===== src/rtl/sp_ram_req_ctrl.sv =====
// Single-port SRAM front-end: byte-enable expansion, credit-gated request accept, in-order read response FIFO.
// Read data appears 2 cycles after accept; REQ_READY closes once RSP_DEPTH reads are owed, reopens in a popping cycle.
module sp_ram_req_ctrl #(
   parameter int ADDR_WIDTH = 10,
   parameter int DATA_WIDTH = 32,
   parameter int RSP_DEPTH  = 2
) (
   input  logic                    CLK,
   input  logic                    RSTN,
   input  logic                    REQ_VALID,
   output logic                    REQ_READY,
   input  logic                    REQ_WE,
   input  logic [ADDR_WIDTH-1:0]   REQ_ADDR,
   input  logic [DATA_WIDTH-1:0]   REQ_WDATA,
   input  logic [DATA_WIDTH/8-1:0] REQ_BE,
   output logic                    RSP_VALID,
   input  logic                    RSP_READY,
   output logic [DATA_WIDTH-1:0]   RSP_RDATA,
   output logic [ADDR_WIDTH-1:0]   A,
   output logic [DATA_WIDTH-1:0]   DI,
   output logic [DATA_WIDTH-1:0]   BW,
   output logic                    CE,
   output logic                    RDWEN,
   input  logic [DATA_WIDTH-1:0]   DO
);
   localparam int BE_W = DATA_WIDTH / 8;
   localparam int PW   = $clog2(RSP_DEPTH);
   localparam int CW   = PW + 1;
   localparam logic [CW-1:0] DEPTH_C = CW'(RSP_DEPTH);
   localparam logic [PW-1:0] PTR_ONE = PW'(1);
   localparam logic [CW-1:0] CNT_ONE = CW'(1);

   logic                  rd_inflight_q, rd_inflight_d;
   logic [PW-1:0]         wr_ptr_q, wr_ptr_d;
   logic [PW-1:0]         rd_ptr_q, rd_ptr_d;
   logic [CW-1:0]         cnt_q, cnt_d;
   logic [DATA_WIDTH-1:0] mem_q [RSP_DEPTH];
   logic [DATA_WIDTH-1:0] mem_d [RSP_DEPTH];
   logic [CW-1:0]         occ;
   logic                  acc, pop, push;

   // A read in flight already owns a FIFO slot, so it counts as a credit in use.
   assign occ       = cnt_q + CW'(rd_inflight_q);
   assign RSP_VALID = (cnt_q != '0);
   assign RSP_RDATA = mem_q[rd_ptr_q];
   assign pop       = RSP_VALID & RSP_READY;
   assign push      = rd_inflight_q;
   assign REQ_READY = RSTN & ((occ - CW'(pop)) < DEPTH_C);
   assign acc       = REQ_VALID & REQ_READY;

   assign CE    = acc;
   assign A     = REQ_ADDR;
   assign DI    = REQ_WDATA;
   assign RDWEN = REQ_WE;

   always_comb begin
      BW = '0;
      for (int i = 0; i < BE_W; i++) begin
         BW[8*i +: 8] = {8{REQ_BE[i]}};
      end
   end

   always_comb begin
      rd_inflight_d = acc & ~REQ_WE;
      wr_ptr_d      = wr_ptr_q;
      rd_ptr_d      = rd_ptr_q;
      cnt_d         = cnt_q;
      mem_d         = mem_q;
      if (push) begin
         mem_d[wr_ptr_q] = DO;
         wr_ptr_d        = wr_ptr_q + PTR_ONE;
      end
      if (pop) begin
         rd_ptr_d = rd_ptr_q + PTR_ONE;
      end
      case ({push, pop})
         2'b10:   cnt_d = cnt_q + CNT_ONE;
         2'b01:   cnt_d = cnt_q - CNT_ONE;
         default: cnt_d = cnt_q;
      endcase
   end

   always_ff @(posedge CLK or negedge RSTN) begin
      if (!RSTN) begin
         rd_inflight_q <= 1'b0;
         wr_ptr_q      <= '0;
         rd_ptr_q      <= '0;
         cnt_q         <= '0;
         mem_q         <= '{default: '0};
      end else begin
         rd_inflight_q <= rd_inflight_d;
         wr_ptr_q      <= wr_ptr_d;
         rd_ptr_q      <= rd_ptr_d;
         cnt_q         <= cnt_d;
         mem_q         <= mem_d;
      end
   end
endmodule


===== config.mk =====
export PLATFORM = sky130hd
export DESIGN_NAME = sp_ram_req_ctrl
export DESIGN_NICKNAME = d
export VERILOG_FILES = /design/src/rtl/sp_ram_req_ctrl.sv
export SDC_FILE = /design/constraint.sdc
export NUM_CORES = 1
export LEC_CHECK = 0
export CORE_AREA = 2 2 98 100
export DETAILED_ROUTE_END_ITERATION = 10
export DIE_AREA = 0 0 100 102
export PLACE_DENSITY_LB_ADDON = 0.05
export RECOVER_POWER = 25
export SLEW_MARGIN = 5
export SYNTH_ARGS = -nofsm -noshare
export SYNTH_HDL_FRONTEND = slang
export SYNTH_SLANG_ARGS = --single-unit

===== constraint.sdc =====
create_clock -name CLK -period 2.85 [get_ports CLK]
set_input_delay 0.57 -clock CLK [delete_from_list [all_inputs] [get_ports CLK]]
set_output_delay 0.57 -clock CLK [all_outputs]
set_load 0.02 [all_outputs]

==> results.yml, run 1 <==
status:
  status: "complete, but fails checks"
  violations: "max-capacitance violations, max-slew violations"
worst_setup_path:
  arrival_ns: 2.12
  startpoint_type: "register"
  endpoint_kind: "output pin"
  criticalPathCategory: "register to output pin"
  cp_cell_sequence: "or2_2 > and2_1 > ha_1 > nor2b_1 > xnor2_1 > nor2_1 > buf_2"
  critPathMaxStageDelay_ns: 0.41
  cp.required_ns: 2.28
  crit_fanout: 3
  crit_path_top_delay_cell: "dfrtp_1"
clock_network:
  clock_path_buffers: 2
  cts_hold_buf: 0
  numCtsBuffers: 9
  cts_tree: "built"
  insertion_delay_ns: 0.34
  clk_pin_slew_worst_paths_ns: 0.07
  htree_num_levels: 3
  clockRootBuffer: "clkbuf_8"
  clkSinkCount: 69
finish:
  layout.nets: 362
  fillerInstances: 867
  fin_area_sq_um: 4110
  area_delta_synth_final_pct: 15.0
  antenna_cells: 0
  final_util_pct: 45.2
  drive_above_1_share_pct: 43.3
synthesis:
  synth.area.mux_share_pct: 30.2
  synth_xor_area_share_pct: 1.71
  yosysWarnings: 0
  synth.largest_area_cell: "dfrtp_1"
  synth.area.top_cells: "dfrtp_1 (48%), mux2_2 (29%), buf_4 (16%)"
  synth_compound_area_share_pct: 0
  synthesis.nets: 355
  synth_seq_cells: 69
  ys_seq_area_share_pct: 48.3
  syn-mean-instance-area_sq_um: 13.2
  synthCells: 270
  synthAdderAreaFrac_pct: 0.700
  syn_area_sq_um: 3580
  synth_top_cell_area_share_pct: 48.3
  yosys.area_share.simple_pct: 1.64
  synth_cell_types: 18
  synth_top_family_by_area: "multiplexers"
power:
  powerDensity_nw_per_um2: 1260
  ir_drop_mv: 0.537
  finalPower_mw: 5.18
  leakage_nw: 1.72
floorplan:
  core.rowCount: 35
  die_area_sq_um: 10200
  dieHeight_um: 102
  core_area_sq_um: 9110
  initial_core_util_pct: 39.3
  io_pins: 193
  die_w_um: 100
sta:
  fmax_mhz: 372
  rsz0062_at_grt: "false"
  relSlewSlack_pct: -20.6
  setup_viol: 0
  clock_skew_ns: 0.00650
  tightest_slew_ns: 1.81
  fin_crit_sh_pct: 94.4
  finalHoldViolCount: 0
  fin_crit_ns: 2.69
  finalMaxSlewViolations: 35
drt:
  first_pass_iters: 3
  ant_nets: 0
  drcViolationCount: 0
  via_per_inst: 4.84
  routed_wl_um: 6400
  route.detailed.wl_per_inst_um: 16.3
  drt_iter0_markers: 13
  via_count: 1902
grt:
  grt_pass1_wl_um: 10600
  grt_antenna_before_repair: 0
  grt_usage_pct: 13.5
  grt.overflow.total: 0
  grt_pass1_vias: 2097
  grt_max_degree: 37
placement:
  dp_hpwl_um: 4240
  port_buffers: 72
  place_area_sq_um: 3880
  globalplace.congestion: 0.648
run:
  cap_violations: 1
worst_hold_path:
  hp-class: "register to register"
[stage by stage]
| stage | setup TNS [ns] | cells | hold WS, ns | setup WS, ns |
|---|---|---|---|---|
| floorplan | 0 | 270 | 0.274 | 0.404 |
| global placement | -0.301 | 377 | 0.468 | -0.151 |
| detailed placement | -0.354 | 377 | 0.474 | -0.199 |
| CTS | 0 | 393 | 0.386 | 0.00481 |
| global route | 0 | 393 | 0.496 | 0.0389 |
| finish | 0 | 393 | 0.486 | 0.158 |
[placed cells by master, fill, tap and decap left out, drive strengths merged]
cell	count
and2	1
clkbuf	12
xnor2	4
nor2	3
inv	1
buf	10
nor2b	2
or2	1
clkinv	1
bufinv	3
nand2	2
mux2	96
dfrtp	69
nor3	1
ha	2
xor2	3
clkinvlp	2
clkdlybuf4s50	69
[worst max-delay path: cells and delay by family, from the launching register on]
kind | cells | cell delay, ns
AND/OR/NAND/NOR | 4 | 0.72
flip-flops | 1 | 0.41
adder cells (fa/ha/maj) | 1 | 0.31
XOR/XNOR | 1 | 0.18
buffers and inverters | 1 | 0.16
[cell families after synthesis]
kind of cell	count (synthesis)
DFF	69
xor gates and xnor gates	7
muxes	96
and+or+nand+nor	10
adders and majority gates	2
buffers and inverters	86
[state kept, by name, summed over array words and instances (netlist names)]
register  count
cnt_q         2
wr_ptr_q      1
rd_ptr_q      1
mem_q        64
push          1
[worst paths after layout]
path / from / to / slack, ns / cells after the start
setup / recovery: cnt_q[1] / CE / 0.16 / 7
hold / removal: mem_q[38] / mem_q[38] / 0.49 / 1
setup reg to reg: cnt_q[1] / push / 1.06 / 6
hold reg to reg: mem_q[38] / mem_q[38] / 0.49 / 1
max in group asynchronous: RSTN / mem_q[51] / 0.60 / 3
min in group asynchronous: RSTN / mem_q[26] / 0.92 / 2
[where the power goes]
part | leakage, nW | internal (mW) | switching [mW]
clock | 0.119 | 0.604 | 0.379
combinational | 0.776 | 1.43 | 1.07
sequential | 0.825 | 1.47 | 0.224
total | 1.72 | 3.50 | 1.68
[repair_timing]
action / 4_1_cts / 5_1_grt
setup endpoints to repair: 2 / 2
resized for setup: 5 / 2
buffers inserted: 0 / 0
[layout make-up]
class | instances | area, sq um | share of cell area, %
clock buffer | 10 | 138 | 3.35
clock inverter | 6 | 110 | 2.68
inverter | 1 | 3.75 | 0.0913
multi-input combinational | 115 | 1230 | 29.8
sequential | 69 | 1730 | 42.0
tap | 111 | 139 | 3.38
timing repair buffer | 81 | 769 | 18.7
[synth_stat cells]
cell type / n
nand2_1: 1
dfrtp_1: 69
nand2_2: 1
inv_1: 1
nor2_1: 2
ha_1: 2
buf_4: 78
mux2_1: 4
buf_2: 6
nor2_4: 1
nor3_1: 1
mux2_2: 92
xor2_1: 3
or2_2: 1
and2_1: 1
xnor2_1: 4
nor2b_1: 2
clkbuf_1: 1
[layer usage]
layer / GRT usage (%) / vias up / part of all wire (%)
met5: 0 / - / 0
met4: 4.64 / 0 / 1.5
met3: 6.57 / 13 / 8.1
met2: 20.9 / 88 / 46
met1: 16.6 / 957 / 44
li1: - / 844 / -
Note: power is estimated with default switching activity, not from simulation.
==> inputs of run 2 (changes only) <==
--- a/config.mk
+++ b/config.mk
@@ -5,9 +5,10 @@
 export SDC_FILE = /design/constraint.sdc
 export NUM_CORES = 1
 export LEC_CHECK = 0
-export CORE_AREA = 2 2 98 100
+export CORE_AREA = 2 2 99 101
 export DETAILED_ROUTE_END_ITERATION = 10
-export DIE_AREA = 0 0 100 102
+export DIE_AREA = 0 0 101 103
+export GPL_ROUTABILITY_DRIVEN = 0
 export PLACE_DENSITY_LB_ADDON = 0.05
 export RECOVER_POWER = 25
 export SLEW_MARGIN = 5
==> constraint.sdc (replaced) <==
create_clock -name CLK -period 2.5 [get_ports CLK]
set_input_delay 0.5 -clock CLK [delete_from_list [all_inputs] [get_ports CLK]]
set_output_delay 0.5 -clock CLK [all_outputs]
set_load 0.02 [all_outputs]
==> results.yml, run 2 (same netlist as run 1, synthesis figures left out) <==
finish:
  final_util_pct: 43.9
  reg_top3: "mem_q: 64 flops, cnt_q: 2 flops"
  antenna_cells: 0
  top_register: "mem_q"
  area_delta_synth_final_pct: 16.2
  fin_cells: 399
  largest_reg_flops: 64
  layout.nets: 365
  final_cell_mix: "mux2_2 (92), dfrtp_1 (69), clkdlybuf4s50_1 (69), clkbuf_8 (10), buf_4 (9)"
  fillerInstances: 886
  drive_above_1_share_pct: 45.3
  final_common_cell: "mux2_2"
  fin_area_sq_um: 4160
sta:
  clock_skew_ns: 0.00727
  finalMaxSlewViolations: 0
  tightest_slew_ns: 0.706
  setup_viol: 0
  fin_crit_ns: 2.39
  fin_crit_sh_pct: 95.5
  setup_ws_ns: 0.112
  rsz0062_at_grt: "false"
  relSlewSlack_pct: 52.9
  finalHoldViolCount: 0
  fmax_mhz: 419
clock_network:
  cts_tree: "built"
  insertion_delay_ns: 0.34
  clk_pin_slew_worst_paths_ns: 0.08
  htree_num_levels: 3
  clockRootBuffer: "clkbuf_8"
  numCtsBuffers: 9
  clock_path_buffers: 2
  post-cts-setup-buffers: 0
  clkSinkCount: 69
floorplan:
  die_area_sq_um: 10400
  io_pins: 193
  core_area_sq_um: 9460
  die_w_um: 101
  dieHeight_um: 103
  core.rowCount: 36
  initial_core_util_pct: 37.8
power:
  ir_drop_mv: 0.592
  powerDensity_nw_per_um2: 1410
  leakage_nw: 1.73
placement:
  post-place-ws_ns: -0.389
  place_area_sq_um: 3930
  port_buffers: 72
  dpl.cell_count: 383
  dp_hpwl_um: 4420
drt:
  route.detailed.wl_per_inst_um: 16.3
  first_pass_iters: 4
  drt_iter0_markers: 34
  routed_wl_um: 6510
  drcViolationCount: 0
  via_per_inst: 4.72
  via_count: 1884
  ant_nets: 0
status:
  status: "finished, final reports clean"
grt:
  grt_usage_pct: 13.1
  grt_pass1_vias: 1966
  grt_pass1_wl_um: 10200
  grt_max_degree: 55
  grt.overflow.total: 0
  grt_antenna_before_repair: 0
worst_setup_path:
  critPathMaxStageDelay_ns: 0.57
  crit_fanout: 15
  cp_cell_sequence: "buf_6 > mux2_2 > clkdlybuf4s50_1"
  criticalPathCategory: "register to output pin"
  startpoint_type: "register"
  cp.required_ns: 2.00
  endpoint_kind: "output pin"
  arrival_ns: 1.89
  crit_path_top_delay_cell: "clkdlybuf4s50_1"
worst_hold_path:
  hp-class: "primary input to asynchronous set/reset pin"
run:
  cap_violations: 0
run 2: cell types whose count changed in the layout (fill, tap and decap cells not counted), sizes merged:
cell,before,now
buf,10,12
bufinv,3,1
clkinv,1,3
clkbuf,12,13
clkinvlp,2,1
inv,1,2
run 2: stage by stage:
step / hold slack [ns] / TNS (ns) / total power, mW
after floorplan: 0.204 / 0 / 3.88
after global placement: 0.465 / -0.735 / 4.92
after detailed placement: 0.476 / -0.749 / 4.95
after CTS: 0.142 / 0 / 5.92
after global routing: 0.371 / 0 / 6.24
final: 0.325 / 0 / 5.86
run 2: final cells by class:
cell class                      count  area, sq um  share of cell area, %
Inverter                            1         3.75                 0.0903
Tap cell                          114          143                   3.43
Clock buffer                       10          138                   3.31
Clock inverter                      6         61.3                   1.48
Timing Repair Buffer               84          821                   19.7
Multi-Input combinational cell    115         1260                   30.4
Sequential cell                    69         1730                   41.5
run 2: worst paths after layout:
kind                       startpoint       endpoint  slack, ns  cells past startpoint
max in group asynchronous        RSTN      mem_q[43]       1.49                      2
min reg2reg                 mem_q[38]      mem_q[38]       0.49                      1
max reg2reg                      push      mem_q[36]       0.85                      4
min                              RSTN       cnt_q[0]       0.33                      2
max                          rd_ptr_q  RSP_RDATA[11]       0.11                      3
min in group CLK            mem_q[38]      mem_q[38]       0.49                      1
run 2: timing repair:
action,in CTS,in global routing
setup endpoints to repair,2,9
hold buffers,0,0
endpoints found under the hold margin,0,0
pin swaps,3,2
gates resized for setup,12,6
run 2: where the power goes:
group,leakage (nW),internal (mW),switching [mW],total (mW)
clock,0.102,0.486,0.435,0.922
sequential,0.825,1.67,0.255,1.93
combinational,0.806,1.75,1.26,3.01
run 2: metal layers:
metal | wire length [um] | GRT usage (%) | vias up
met4 | 146 | 6.24 | 0
li1 | - | - | 856
met2 | 2980 | 19.0 | 75
met3 | 568 | 6.03 | 23
met5 | 0 | 0 | -
met1 | 2820 | 16.5 | 930
run 2: critical path: cells and delay by family (launching register included):
family | cells | cell delay (ns)
buffers and inverters | 2 | 0.79
DFF | 1 | 0.40
muxes | 1 | 0.35
==> inputs of run 3 (changes only) <==
==> constraint.sdc (replaced) <==
create_clock -name CLK -period 2.34 [get_ports CLK]
set_input_delay 0.468 -clock CLK [delete_from_list [all_inputs] [get_ports CLK]]
set_output_delay 0.468 -clock CLK [all_outputs]
set_load 0.02 [all_outputs]
==> results.yml, run 3 (same netlist as run 1, synthesis figures left out) <==
floorplan:
  dieHeight_um: 103
  die_area_sq_um: 10400
  core_area_sq_um: 9460
  core.rowCount: 36
  die_w_um: 101
  initial_core_util_pct: 37.8
  io_pins: 193
worst_setup_path:
  crit_fanout: 3
  rr_worst_depth: 7
  cp.required_ns: 1.87
  arrival_ns: 1.88
  criticalPathCategory: "register to output pin"
  endpoint_kind: "output pin"
  crit_start: "cnt_q[1]"
  r2r_start: "cnt_q[1]"
  reg2reg_setup_slack_ns: 0.71
  startpoint_type: "register"
sta:
  relSlewSlack_pct: 43.4
  rsz0062_at_grt: "true"
  clock_skew_ns: 0.0119
  hold_ws_ns: 0.492
  setup_viol: 1
  setup_ws_ns: -0.00910
  fin_crit_sh_pct: 100
  finalMaxSlewViolations: 0
  tightest_slew_ns: 0.848
  fmax_mhz: 426
  fin_crit_ns: 2.35
  tns_ns: -0.00910
  finalHoldViolCount: 0
finish:
  final_common_cell: "mux2_2"
  antenna_cells: 0
  seq_area_sq_um: 1730
  multi_input_area_sq_um: 1290
  fin_cells: 401
  final_util_pct: 45.3
  layout.nets: 367
  final_cell_mix: "mux2_2 (92), dfrtp_1 (68), clkdlybuf4s50_1 (39), dlymetal6s2s_1 (26), clkbuf_8 (10)"
  drive_above_1_share_pct: 46.3
  largest_reg_flops: 64
  top_register: "mem_q"
  reg_top3: "mem_q: 64 flops, cnt_q: 2 flops"
  fin_area_sq_um: 4290
  fillerInstances: 902
  area_delta_synth_final_pct: 19.8
grt:
  grt_antenna_before_repair: 0
  grt_pass1_vias: 1962
  grt.overflow.total: 0
  grt_usage_pct: 13.1
  grt_max_degree: 68
  grt_pass1_wl_um: 10200
drt:
  drcViolationCount: 0
  first_pass_iters: 3
  drt_iter0_markers: 43
  via_per_inst: 4.71
  routed_wl_um: 6590
  route.detailed.wl_per_inst_um: 16.4
  via_count: 1889
  ant_nets: 0
power:
  combPwrFrac_pct: 51.1
  p_switching_mw: 2.11
  ir_drop_mv: 0.613
  switching_share_pct: 33.8
  powerDensity_nw_per_um2: 1460
  clock_power_share_pct: 15.7
  intPower_mw: 4.14
  power_frac_seq_pct: 33.1
  leakage_nw: 2.05
clock_network:
  clock_path_buffers: 2
  clk_pin_slew_worst_paths_ns: 0.08
  htree_num_levels: 3
  post-cts-setup-buffers: 0
  insertion_delay_ns: 0.34
  clockRootBuffer: "clkbuf_8"
  numCtsBuffers: 9
  clkSinkCount: 69
  cts_tree: "built"
placement:
  dpl.cell_count: 383
  port_buffers: 72
  place_area_sq_um: 3930
  dp_hpwl_um: 4180
status:
  status: "complete, but fails checks"
  violations: "negative setup slack"
worst_hold_path:
  hold_depth: 1
  hp-start: "mem_q[22]"
  hp-class: "register to register"
run:
  cap_violations: 0
==> run 3: changes by cell type in the layout (fill, tap and decap cells not counted), sizes merged <==
cell / previous run / this run
clkinvlp: 1 / 0
dlymetal6s2s: 0 / 26
clkinv: 3 / 5
dlygate4sd2: 0 / 4
clkdlybuf4s50: 69 / 39
inv: 2 / 1
buf: 12 / 13
dlygate4sd3: 0 / 1
==> run 3: cell type report <==
type | instances | area share (%)
Multi-Input combinational cell | 115 | 30.0
Tap cell | 114 | 3.33
Clock inverter | 6 | 1.46
Sequential cell | 69 | 40.3
Timing Repair Buffer | 86 | 21.5
Inverter | 1 | 0.0876
Clock buffer | 10 | 3.21
==> run 3: final timing paths <==
kind | end
max in group asynchronous | rd_ptr_q
worst min-delay path | mem_q[22]
worst min register to register | mem_q[22]
min in group asynchronous | cnt_q[1]
worst max register to register | push
worst max-delay path | CE
==> run 3: per-stage QoR <==
| step | total power [mW] | setup slack [ns] |
|---|---|---|
| finish | 6.25 | -0.00910 |
| global route | 6.67 | -0.131 |
| CTS | 6.39 | -0.0453 |
| detailed placement | 5.30 | -0.496 |
| global placement | 5.28 | -0.466 |
| floorplan | 4.15 | -0.00261 |
==> run 3: repair_timing <==
| item | CTS | global route |
|---|---|---|
| pin swaps | 5 | 0 |
| cloned | 0 | 1 |
| hold buffers | 1 | 0 |
| endpoints found under the hold margin | 2 | 0 |
| resized for setup | 24 | 28 |
| endpoints found under the setup margin | 6 | 30 |
==> run 3: worst max-delay path, stage by stage (launching register included) <==
cell     delay, ns
dfrtp_1       0.38
or2_4         0.25
and2_4        0.16
ha_4          0.17
xnor2_4       0.13
xnor2_2       0.22
nor2_1        0.07
buf_4         0.16
==> run 3: routing by layer <==
layer  vias up  routed length (um)  GRT usage [%]
met2        74                2930           18.4
met3        16                 482           5.42
li1        862                   -              -
met5         -                   0              0
met1       937                3070           17.8
met4         0                 102           5.20
==> run 3: power groups by stage <==
stage               combinational (mW)  clock, mW  sequential [mW]
global route                      3.45       1.07             2.15
floorplan                         2.15          0             2.01
finish                            3.20      0.983             2.07
CTS                               3.30       1.02             2.06
global placement                  3.20          0             2.07
detailed placement                3.22          0             2.08
==> patch 1: new RTL, flow settings as in run 3 <==
`RSP_DEPTH`: 2 -> 4. Comments in the files are not updated.
--- a/src/rtl/sp_ram_req_ctrl.sv
+++ b/src/rtl/sp_ram_req_ctrl.sv
@@ -3,7 +3,7 @@
 module sp_ram_req_ctrl #(
    parameter int ADDR_WIDTH = 10,
    parameter int DATA_WIDTH = 32,
-   parameter int RSP_DEPTH  = 2
+   parameter int RSP_DEPTH  = 4
 ) (
    input  logic                    CLK,
    input  logic                    RSTN,
Behaviour: not the same (a bounded check fails within 4 cycles, from zero or initial values and one cycle with RSTN low).
==> patch 1 against run 3 <==
  * The flow finishes with violations (capacitance limit, slew limit, setup timing)
  * Area after synthesis up 88%
  * Maximum frequency down 10%
  * Routed wire length up 93%
  * Worst setup slack worse by 260 ps
  * Sequential cell count up 67
  * Cell count up 47%
  * Design area up 81%
  * Total power up 100%
  * Critical endpoint is now REQ_READY
==> patch 1: results (changes against run 3) <==
| Metric | Value |
|---|---|
| Placed Area | `7010 um2 (was 3930 um2)` |
| Status | `finished with violations (unchanged)` |
| Setup slack, reg-to-reg | `480 ps (was 710 ps)` |
| Total track usage | `26.5% (was 13.1%)` |
| Largest net degree at the start of global routing | `138 (was 68)` |
| Max-cap violations | `1 (was 0)` |
| Number of global-route vias before repair | `3,777 (was 1,962)` |
| Met3 WL | `667 um (was 482 um)` |
| Slowest cell delay on critical path | `410 ps (was 380 ps)` |
| WL per Instance | `21.5 um (was 16.4 um)` |
| P_leak | `0.00334 uW (was 0.00205 uW)` |
| Max Clock Skew | `6.19 ps (was 11.9 ps)` |
| CTS Buf Count | `17 (was 9)` |
| Worst-margin pin slew | `1840 ps (was 848 ps)` |
| Clk slew on worst S/H paths | `60 ps (was 80 ps)` |
| Worst reg2reg startpoint | `push (was cnt_q[1])` |
| Post-Route WL | `12,700 um (was 6590 um)` |
| Slowest stage cell on the critical path | `or3_4 (was dfrtp_1)` |
| Synth top area cells | `dfrtp_1 (51%), mux2_2 (20%), mux4_2 (11%) (was dfrtp_1 (48%), mux2_2 (29%), buf_4 (16%))` |
| Wire length on met2 | `6530 um (was 2930 um)` |
| CTS resizes | `179 (was 24)` |
| Worst reg2reg path depth | `9 (was 7)` |
| Mux share of post-synthesis cell area | `32.9% (was 30.2%)` |
| Compound-Gate Fraction of Synth Area | `0.858% (was 0%)` |
| Met3 Resource Use GR | `7.80% (was 5.42%)` |
| Setup violators final | `8 (was 1)` |
| Pre-antenna DRT Iters | `4 (was 3)` |
| Metal-1 WL | `5250 um (was 3070 um)` |
| Layout cells sized above 1 | `53.6% (was 46.3%)` |
| Detail Placement HPWL | `7290 um (was 4180 um)` |
| Post-CTS Setup Inserts | `9 (was 0)` |
| Crit path DAT | `2140 ps (was 1880 ps)` |
| Cell total after placement | `546 (was 383)` |
| Sequential share of the synthesized area | `50.7% (was 48.3%)` |
| WHS Endpoint | `mem_q[114] (was mem_q[22])` |
| Syn nets | `529 (was 355)` |
| Max-slew violation count | `138 (was 0)` |
| Global-route wire length before repair | `20,100 um (was 10,200 um)` |
| FF-to-FF End | `cnt_q[2] (was push)` |
| Setup WS pre-CTS | `-564 ps (was -496 ps)` |
| Setup crit end | `REQ_READY (was CE)` |
| Failing checks | `capacitance limit, slew limit, setup timing (was setup timing)` |
| DR vias/cell | `6.02 (was 4.71)` |
| Final setup margin | `-270 ps (was -9.10 ps)` |
| Min-delay src | `mem_q[114] (was mem_q[22])` |
| Initial DRC Count | `91 (was 43)` |
## patch 1: cell count changes after synthesis, sizes merged, moves of 2 or more
cell and change:
buf +12, dfrtp +67, ha +3, inv +4, mux2 +33, mux2i +3, mux4 +32, nand2 +6
nand3 +4, nand3b +2, nor2b -2
## patch 1: area by class of cell
type                    count  area (um2)
inverters                   5        18.8
clock inverters             5        25.0
flip-flops and latches    136        3410
clock buffers              25         464
well taps                 114         143
multi-input cells         202        2570
repair buffers            103        1120
fillers                   501        1710
diodes                      1        2.50
## patch 1: report_power, final
part,internal (uW),total [uW],switching (uW)
logic,3560,6060,2490
registers,3570,4210,646
clock network,1330,2230,891
total,8470,12500,4030
## patch 1: through the flow
step	total power, uW	TNS, ps	hold WS, ps
2_1_floorplan	7800	-34.2	172
3_3_place_gp	9400	-951	473
3_5_place_dp	9620	-1070	479
4_1_cts	12200	-2050	125
5_1_grt	13200	-2640	501
6_report	12500	-782	494
==> patch 2: new RTL, flow settings as in run 3 <==
Without the edit above. Reset style: synchronous (`RSTN`), changed in one clocked block.
--- a/src/rtl/sp_ram_req_ctrl.sv
+++ b/src/rtl/sp_ram_req_ctrl.sv
@@ -80,7 +80,7 @@
       endcase
    end
 
-   always_ff @(posedge CLK or negedge RSTN) begin
+   always_ff @(posedge CLK) begin
       if (!RSTN) begin
          rd_inflight_q <= 1'b0;
          wr_ptr_q      <= '0;
Formal check against the unedited RTL: differs if RSTN is asserted again (counterexample within 4 cycles, from zero or initial values and one cycle with RSTN low); with RSTN held inactive, the same outputs for 10 cycles.
==> patch 2 against run 3 <==
  * The flow still finishes with violations (setup timing)
  * Area after synthesis increased by 1.2%
  * Maximum frequency decreased by 1.5%
  * Routed wire length increased by 20%
  * Sequential cell count unchanged
  * Design area decreased by 4.2%
  * Worst setup slack got worse by 35 ps
  * Clock skew decreased by 0.88 ps
Power is not compared: it rests on default switching activity, and its combinational part moved more than twofold at a synthesized area within 25%.
==> patch 2: results (changes against run 3) <==
| Metric | Value |
|---|---|
| Async SR Flop Fraction | `0% (was 100%)` |
| Synth top area cells | `dfxtp_1 (38%), buf_4 (17%), nand2_1 (13%) (was dfrtp_1 (48%), mux2_2 (29%), buf_4 (16%))` |
| Setup slack, reg-to-reg | `730 ps (was 710 ps)` |
| WHS Path Cells | `2 (was 1)` |
| WHS Endpoint | `mem_q[57] (was mem_q[22])` |
| Status | `finished with violations (unchanged)` |
| Worst-margin pin slew | `626 ps (was 848 ps)` |
| Fillers | `995 (was 902)` |
| Most instantiated cells after synthesis | `nand2_1 (130), buf_4 (80), dfxtp_1 (69) (was mux2_2 (92), buf_4 (78), dfrtp_1 (69))` |
| Post-CTS Setup Inserts | `1 (was 0)` |
| Pre-antenna DRT Iters | `4 (was 3)` |
| Total Power | `2660 uW` |
| Initial DRC Count | `50 (was 43)` |
| Distinct cell type count after synthesis | `25 (was 18)` |
| Total track usage | `15.8% (was 13.1%)` |
| Cell total after placement | `519 (was 383)` |
| Area growth syn-to-layout | `13.4% (was 19.8%)` |
| Placed Area | `3910 um2 (was 3930 um2)` |
| Setup WS pre-CTS | `-637 ps (was -496 ps)` |
| Failing checks | `setup timing (unchanged)` |
| Post-Syn Area per Cell | `8.64 um2 (was 13.2 um2)` |
| Layout cells sized above 1 | `17.4% (was 46.3%)` |
| Setup violators final | `2 (was 1)` |
| Final setup margin | `-44.1 ps (was -9.10 ps)` |
| Met1 usage in global routing | `19.7% (was 17.8%)` |
| Worst reg2reg startpoint | `cnt_q[0] (was cnt_q[1])` |
| Worst reg2reg path depth | `6 (was 7)` |
| Final #Nets | `502 (was 367)` |
| Max Clock Skew | `11.0 ps (was 11.9 ps)` |
| Global-route wire length before repair | `12,700 um (was 10,200 um)` |
## patch 2: changes by cell type in the layout (fill, tap and decap cells not counted), sizes merged, moves of 4 or more
cell                  run 3  this run
nand2                     2       130
dfrtp                    69         0
dfxtp                     0        69
a21boi                    0        66
mux2                     96        32
clkdlybuf4s50            39        68
dlymetal6s2s             26         0
buf                      13        19
clkinv                    5         1
## patch 2: area by class of cell
| class | instances | area share [%] |
|---|---|---|
| clock inverter | 2 | 0.853 |
| clock buffer | 12 | 3.53 |
| tap | 114 | 3.47 |
| multi-input combinational | 248 | 37.2 |
| inverter | 1 | 0.0914 |
| sequential | 69 | 33.7 |
| timing repair buffer | 88 | 21.1 |
## patch 2: critical path, cell delays in order (launching register included)
cell     delay [ps]
dfxtp_1         320
o21a_1          200
ha_1            290
and2b_2         240
xnor2_2         160
and3b_2         240
buf_6           130
## patch 2: kinds of logic after synthesis
kind of cell / after synthesis / synth area share (%)
buffers and inverters: 102 / 20.2
XOR/XNOR: 4 / 0.968
AO/OA/AOI/OAI: 68 / 14.0
multiplexers: 32 / 9.96
flip-flops: 69 / 38.2
adder cells (fa/ha/maj): 2 / 0.691
AND/OR/NAND/NOR: 142 / 16.0
## patch 2: worst max-delay path by stage
| stage | start | to | slack (ps) |
|---|---|---|---|
| after global placement | RSP_READY | CE | -590 |
| after floorplan | RSP_READY | CE | 300 |
| after CTS | cnt_q[0] | CE | -80 |
| final | cnt_q[0] | CE | -40 |
| after global routing | cnt_q[0] | CE | -130 |
| after detailed placement | RSP_READY | CE | -640 |
## patch 2: metal layers
layer / vias up / wire length, um
li1: 1261 / -
met2: 69 / 3590
met1: 1183 / 3690
met4: 0 / 160
met3: 25 / 471
met5: - / 0
